## src/rtl/bin2bcd_seq.sv

```systemverilog
// bin2bcd_seq -- sequential binary-to-BCD converter (shift-and-add-3).
//
// Converts one bit per clock. A start accepted while idle latches bin_in,
// then BIN_W shift cycles and one load cycle later bcd_out and overflow are
// updated together and done pulses for one cycle. Values above
// 10^DIGITS-1 are shown as all-blank digits (4'hF) with overflow set.
//
// Optional build macro: BIN2BCD_LEAD_BLANK_EN
//   When defined, leading zero digits (never digit 0) are replaced by the
//   blank code 4'hF at load time.
//
// Ports:
//   clk       rising-edge clock
//   rst_n     asynchronous active-low reset
//   start     conversion request, sampled while idle
//   bin_in    binary value, latched on the accepted start
//   busy      high while a conversion is in progress
//   done      one-cycle pulse when bcd_out has just been updated
//   overflow  last converted value exceeded 10^DIGITS-1
//   bcd_out   packed BCD digits, digit 0 at bits [3:0]

module bin2bcd_seq #(
  parameter int BIN_W  = 14,
  parameter int DIGITS = 4
) (
  input  logic                  clk,
  input  logic                  rst_n,
  input  logic                  start,
  input  logic [BIN_W-1:0]      bin_in,
  output logic                  busy,
  output logic                  done,
  output logic                  overflow,
  output logic [4*DIGITS-1:0]   bcd_out
);

  localparam int SW = 4 * DIGITS;
  localparam int CW = $clog2(BIN_W + 1);

  typedef enum logic [1:0] {
    IDLE,
    SHIFT,
    LOAD
  } state_t;

  // Largest representable value, computed wide so the comparison against
  // bin_in never truncates either side.
  function automatic logic [63:0] max_value(input int digits);
    logic [63:0] p;
    p = 64'd1;
    for (int i = 0; i < digits; i++) p = p * 64'd10;
    return p - 64'd1;
  endfunction

  localparam logic [63:0] MAX_VAL = max_value(DIGITS);

  state_t            state_q, state_d;
  logic [BIN_W-1:0]  bin_q;
  logic [SW-1:0]     scr_q;
  logic [SW-1:0]     scr_adj;
  logic [SW-1:0]     load_val;
  logic [CW-1:0]     cnt_q;
  logic              ovf_pend_q;
  logic              ovf_now;
  logic              last_shift;
  logic [SW-1:0]     bcd_q;
  logic              ovf_q;
  logic              done_q;

  assign ovf_now    = 64'(bin_in) > MAX_VAL;
  assign last_shift = (cnt_q == CW'(BIN_W - 1));

  // State register.
  // NOTE: sequential state uses non-blocking assignments so every register
  // samples pre-edge values regardless of statement order.
  always_ff @(posedge clk or negedge rst_n) begin
    if (!rst_n) state_q <= IDLE;
    else        state_q <= state_d;
  end

  // Next-state logic.
  // NOTE: every combinational output gets a default before the case so no
  // path leaves it unassigned, which would infer a latch.
  always_comb begin
    state_d = state_q;
    unique case (state_q)
      IDLE:    if (start) state_d = SHIFT;
      SHIFT:   if (last_shift) state_d = LOAD;
      LOAD:    state_d = IDLE;
      default: state_d = IDLE;
    endcase
  end

  // Output logic.
  always_comb begin
    busy     = (state_q != IDLE);
    done     = done_q;
    overflow = ovf_q;
    bcd_out  = bcd_q;
  end

  // Add-3 correction: each nibble >= 5 gets +3 before the shift so that it
  // carries correctly into the next digit once doubled.
  always_comb begin
    scr_adj = scr_q;
    for (int d = 0; d < DIGITS; d++) begin
      if (scr_q[4*d +: 4] >= 4'd5) scr_adj[4*d +: 4] = scr_q[4*d +: 4] + 4'd3;
    end
  end

  // Value presented at load: optional leading-zero blanking, overridden by
  // the all-blank pattern on overflow.
  always_comb begin
`ifdef BIN2BCD_LEAD_BLANK_EN
    logic leading;
    leading  = 1'b1;
    load_val = scr_q;
    for (int d = DIGITS - 1; d >= 1; d--) begin
      if (leading && (scr_q[4*d +: 4] == 4'd0)) load_val[4*d +: 4] = 4'hF;
      else                                      leading = 1'b0;
    end
`else
    load_val = scr_q;
`endif
    if (ovf_pend_q) load_val = '1;
  end

  // Datapath registers. All are plain flops, so all are reset.
  always_ff @(posedge clk or negedge rst_n) begin
    if (!rst_n) begin
      bin_q      <= '0;
      scr_q      <= '0;
      cnt_q      <= '0;
      ovf_pend_q <= 1'b0;
      bcd_q      <= '0;
      ovf_q      <= 1'b0;
      done_q     <= 1'b0;
    end else begin
      done_q <= (state_q == LOAD);
      unique case (state_q)
        IDLE: begin
          if (start) begin
            bin_q      <= bin_in;
            scr_q      <= '0;
            cnt_q      <= '0;
            ovf_pend_q <= ovf_now;
          end
        end
        SHIFT: begin
          // Bits leaving the top digit are dropped; that only happens on
          // overflow, where the result is masked anyway.
          scr_q <= {scr_adj[SW-2:0], bin_q[BIN_W-1]};
          bin_q <= {bin_q[BIN_W-2:0], 1'b0};
          cnt_q <= cnt_q + CW'(1);
        end
        LOAD: begin
          bcd_q <= load_val;
          ovf_q <= ovf_pend_q;
        end
        default: ;
      endcase
    end
  end

endmodule

```

## config.mk

```make
export PLATFORM = sky130hd
export DESIGN_NAME = bin2bcd_seq
export DESIGN_NICKNAME = d
export VERILOG_FILES = /design/src/rtl/bin2bcd_seq.sv
export SDC_FILE = /design/constraint.sdc
export NUM_CORES = 1
export LEC_CHECK = 0
export ABC_AREA = 0
export CAP_MARGIN = 20
export CORE_ASPECT_RATIO = 1.1
export CORE_MARGIN = 1.5
export CORE_UTILIZATION = 30
export CTS_CLUSTER_SIZE = 16
export DETAILED_ROUTE_END_ITERATION = 6
export PLACE_DENSITY = 0.54
export SKIP_LAST_GASP = 1
export SYNTH_ARGS = -nofsm -noshare
export SYNTH_HDL_FRONTEND = slang
export SYNTH_SLANG_ARGS = --single-unit
```

## constraint.sdc

```tcl
create_clock -name clk -period 2.1 [get_ports clk]
set_input_delay 0.42 -clock clk [delete_from_list [all_inputs] [get_ports clk]]
set_output_delay 0.42 -clock clk [all_outputs]
set_load 0.01 [all_outputs]
```

# Word level (Yosys, flattened, before mapping)

Index checks and enable logic that the tools add are counted.

Register bits after elaboration: 55
Bits of input ports: 17
Output and inout port bits: 19
Logic and storage cells: 43

$add $sub $neg: 5
Magnitude comparators: 5
Eq/ne operators: 5
Mux-type cells: 14
Reductions and logical operators: 6

Operators with widths:

| operator               | count |
|---|---|
| $mux W16               | 2 |
| $pmux W16 S2           | 1 |
| $pmux W14 S2           | 1 |
| $ge A4 B3 Y1 const B   | 4 |
| $mux W4                | 4 |
| $gt A14 B14 Y1 const B | 1 |
| $mux W14               | 1 |
| $add A4 B2 Y4 const B  | 3 |
| $pmux W4 S2            | 1 |
| $reduce_and A2 Y1      | 3 |
| $add A4 B1 Y4 const B  | 1 |
| $eq A4 B4 Y1 const B   | 1 |
| $mux W2                | 2 |
| $ne A2 B2 Y1 const B   | 2 |
| $pmux W2 S2            | 1 |
| $reduce_bool A2 Y1     | 2 |
| $add A3 B2 Y3 const B  | 1 |
| $mux W3                | 1 |
| $eq A2 B1 Y1 const B   | 1 |
| $eq A2 B2 Y1 const B   | 1 |
| $logic_not A2 Y1       | 1 |

# Depth between registers and ports, before layout

Depth in word-level cells: 3
Depth in mapped cells: 6
Depth with buffers taken out: 6

# Worst setup path after synthesis

Ideal clock, no wire load.

Path kind: reg-to-reg
Start point: register scr_q[0]
End point: register scr_q[2]
Library setup time: 0.083 ns
Arrival time: 1.433 ns
Setup slack: 0.585 ns
Stages on the path, launching flop included: 7
Clock period less this slack: 1.515 ns
Cell sequence: dfrtp_1 > inv_1 > ha_1 > nand2b_1 > a21oi_1 > mux2_2 > o21ai_0

Cells in the longest elaborated chain, start to end: 3

RTL lines:

| element                                       | RTL line | text |
|---|---|---|
| start: declaration                            | 58       | `logic [SW-1:0] scr_q;` |
| start signal: assignment                      | 151      | `scr_q <= {scr_adj[SW-2:0], bin_q[BIN_W-1]};` |
| $add A4 B2 Y4 or $ge A4 B3 Y1 (tied branches) | 106      | `if (scr_q[4*d +: 4] >= 4'd5) scr_adj[4*d +: 4] = scr_q[4*d +: 4] + 4'd3;` |
| $mux W4 (*)                                   | 106      |  |
| $pmux W16 S2 (*)                              | 139      | `unique case (state_q)` |

Every way passes the cells marked *; elsewhere a longest branch is shown, timed or not.
A chain may end at the register's enable or synchronous reset.

# Worst setup path in the final report

Start point: register state_q[1]
End point: output busy

Cells in the longest elaborated chain, start to end: 1

RTL lines:

| element                  | RTL line | text |
|---|---|---|
| start: declaration       | 56       | `state_t state_q, state_d;` |
| start signal: assignment | 77       | `else state_q <= state_d;` |
| $reduce_bool A2 Y1       | 95       | `busy = (state_q != IDLE);` |
| end: declaration         | 30       | `output logic busy,` |

Every way passes these cells.

==> summary by stage <==
Synth
By area the synthesized netlist is led by sky130_fd_sc_hd__dfrtp_1 54%, sky130_fd_sc_hd__o21ai_0 6.4%, sky130_fd_sc_hd__nor2_1 6.1%. Sequential cells were found to cover 53.6% of the synthesized design area. The register bit total from synthesis is 55. The prevailing post-synth register cell is sky130_fd_sc_hd__dfrtp_1.

The net count after synthesis is 291. A synthesized cell averages 9.73 µm². Yosys instantiated no cell more often than sky130_fd_sc_hd__dfrtp_1.

sky130_fd_sc_hd__dfrtp_1 takes more of the synthesized area than any other cell. The synthesized netlist contains 27 unique library cells. Yosys printed 0 warnings. The number of flops mapped to enable cells by yosys is 0. The netlist area before placement is 2570 µm². The post-synthesis cell count is 264. The async set or reset register ratio after synthesis is 100%. After synthesis, the most frequently instantiated cells are 55 x sky130_fd_sc_hd__dfrtp_1, 42 x sky130_fd_sc_hd__nor2_1, 33 x sky130_fd_sc_hd__o21ai_0. The synthesized design devotes to its leading area cell type 53.6% of total area.

Timing
The clock skew is 0.0106 ns. At the pin with the least slew margin, the transition time is 0.605 ns. The final-report max-slew violation count came to 0. After layout, the worst path uses 91.0% of the clock period. Setup slack closes at 0.189 ns. The highest achievable clock rate is 523 MHz. The worst slew margin relative to its limit is 59.7%.

The accumulated negative setup slack is 0 ns. Setup repair after global routing left no endpoint under its margin. The clock period minus final worst setup slack is 1.91 ns.

Setup violations remaining at the end of the flow were counted as 0. The hold violation total from the final report is 0. The worst hold-check slack is 0.0867 ns.

Drt
After detailed routing, the number of vias per cell comes to 4.66. In this run, the number of DRC markers left after iteration 0 of detailed routing was 110. For this run, design rule violations remaining after detail routing come to 0. The number of nets with antenna violations after routing is 0. The final route contains 1,890 vias. Summed over all layers, the routed wires come to 4820 µm. For this run, the detailed router's first-pass iteration total came to 4. The detail-routed net length per standard cell is 11.9 µm.

Place
The cell area after placement is 3010 µm². During placement, the flow inserted port buffers numbering 35. The global placer's final weighted congestion is 0.720. Summed over all nets, the half-perimeter wirelength after detailed placement is 3100 µm. Timing analysis after detailed placement gives a worst setup slack of 0.111 ns.

Flow run
The number of maximum-capacitance constraint violations is 0.

Floorplan
The standard-cell row count is 35. The count of boundary I/O pins is 36. The core region is 8360 µm². From left edge to right edge, the die measures 91.2 µm.

The starting utilization of the core area is 30.7%. The area of the die is 9130 µm². The floorplan die height is 100 µm.

Setup path
The critical path runs through a total of 2 cells. The family with the most delay on the worst path is buffers and inverters. The largest single stage delay on the critical path is 0.48 ns. The slowest cell on the critical path is sky130_fd_sc_hd__clkdlybuf4s50_1. Traced cell by cell, the critical path runs through or2_2 > clkdlybuf4s50_1. The type of origin of the critical path is a register.

The critical path class is reg2out. The worst-case reg-to-reg path depth is 6. The worst setup path is captured at a primary output. STA puts the critical path data required time at 1.68 ns. Along the worst path, the maximum fanout reaches 5. The arrival time at the worst endpoint is 1.49 ns. Counting both buffers and inverters, the worst setup path holds a total of 1.

Clock network
The hold buffer count at CTS is 0. The CTS tree is yes. Clock-pin slew was measured on the worst setup and hold paths at 0.09 ns. The number of buffers inserted by post-CTS setup repair is 0. The sink count of the clock tree is 55.

The maximum number of buffers from clock root to sink is 2. The tree is rooted in a sky130_fd_sc_hd__clkbuf_8. The clock insertion delay at the later pin of the skew report is 0.31 ns.

The number of cells upsized or downsized after cts is 0. CTS built an H-tree with a depth of 2. The total clock buffers created by CTS is 5.

Power and ir drop
The proportion of total power due to net switching is 38.6%. The maximum vdd drop is 0.000515 V. The share of total power in sequential cells is 42.8%.

Combinational logic burns 44.0% of the power. The clock share of power is 13.2%. Summed over all cells, the static leakage comes to 1.35 nW.

For this design the ratio of total power to cell area is 1430 nW/µm². The analysis attributes to net switching a power of 1.71 mW. The internal portion of the total power is 2.73 mW.

GRT
The first-pass GRT wire length is 8410 µm. The largest net degree at the start of global routing is 56. For this run, the total global-route usage over all layers was measured as 11.3%.

The number of global-route vias before repair is 1,816. The initial antenna violation count is 0. The total overflow left after global routing is 0.

Final layout
The count of antenna diodes in the layout is 0. The layout overhead on the synthesized area is 20.7%. After the last flow step, the layout net total stands at 321. The fraction of layout cells with a size suffix above 1 is 6.78%. The final design area excluding fillers is 3100 µm².

Hold path
The tightest min-delay check is of the in2async type.

Run status
The flow ran to the end, and the final reports show no timing, DRC or antenna violations.
## cell type report
type	instances	area, µm²
tap	111	139
sequential	55	1380
clock buffer	6	72.6
multi-input combinational	179	1040
clock inverter	2	16.3
inverter	13	48.8
timing repair buffer	40	408
fill	871	5260
## layout by cell type, fill, tap and decap left out, types with 2 or more instances in the layout
master	n
sky130_fd_sc_hd__buf_12	2
sky130_fd_sc_hd__dfrtp_1	55
sky130_fd_sc_hd__nand2b_1	6
sky130_fd_sc_hd__o22ai_1	12
sky130_fd_sc_hd__inv_1	13
sky130_fd_sc_hd__o31ai_1	8
sky130_fd_sc_hd__nand3_1	19
sky130_fd_sc_hd__ha_1	10
sky130_fd_sc_hd__o21ai_0	33
sky130_fd_sc_hd__mux2_2	5
sky130_fd_sc_hd__clkbuf_8	5
sky130_fd_sc_hd__xor2_1	3
sky130_fd_sc_hd__a32o_1	4
sky130_fd_sc_hd__nor2_1	42
sky130_fd_sc_hd__nand2_1	21
sky130_fd_sc_hd__a21oi_1	4
sky130_fd_sc_hd__clkdlybuf4s50_1	34
sky130_fd_sc_hd__xnor2_1	4
sky130_fd_sc_hd__buf_4	3
## metrics by stage
stage | power [mW] | util, % | cells
floorplan | 3.28 | - | 264
global placement | 3.86 | 36.0 | 398
detailed placement | 3.91 | 36.0 | 398
CTS | 4.51 | 37.1 | 406
global route | 4.87 | 37.1 | 406
finish | 4.44 | 37.1 | 406
## cell families (layout without fill, tap and decap cells)
kind of cell | Yosys count | after routing | synth area share, %
flops | 55 | 55 | 53.6
simple gates | 94 | 94 | 16.5
xor+xnor | 7 | 7 | 2.39
buf+inv | 30 | 61 | 5.94
fa+ha+maj | 10 | 10 | 4.87
mux | 5 | 5 | 2.19
compound gates | 63 | 63 | 14.6
## power groups by stage
stage,Combinational (mW),Sequential [mW],Clock (mW)
global placement,1.94,1.92,0
detailed placement,1.98,1.93,0
finish,1.95,1.90,0.586
floorplan,1.42,1.86,0
CTS,1.99,1.91,0.620
global route,2.24,1.98,0.652
## worst paths after layout
kind                                 start    endpoint  slack, ns
worst min register to register  bcd_out[9]  bcd_out[9]       0.48
min in group clk                bcd_out[9]  bcd_out[9]       0.48
worst min-delay path                 rst_n    bin_q[2]       0.09
worst max-delay path            state_q[1]        busy       0.19
worst max register to register    scr_q[4]    scr_q[6]       0.39
max in group asynchronous            rst_n   bin_q[13]       1.74
## sequential cells by signal, indices dropped and copies added, names as in the netlist
register,cells
bcd_out,16
scr_q,16
bin_q,14
cnt_q,4
state_q,2
done,1
overflow,1
ovf_pend_q,1
## per-layer routing
metal	global-route usage, %	part of all wire [%]	wire, µm	up-vias
li1	-	-	-	955
met1	14.8	50	2400	883
met2	18.9	45	2190	50
met3	2.42	4.2	201	2
met4	3.25	0.62	30	0
met5	0	0	0	-
(Power assumes the default switching activity.)
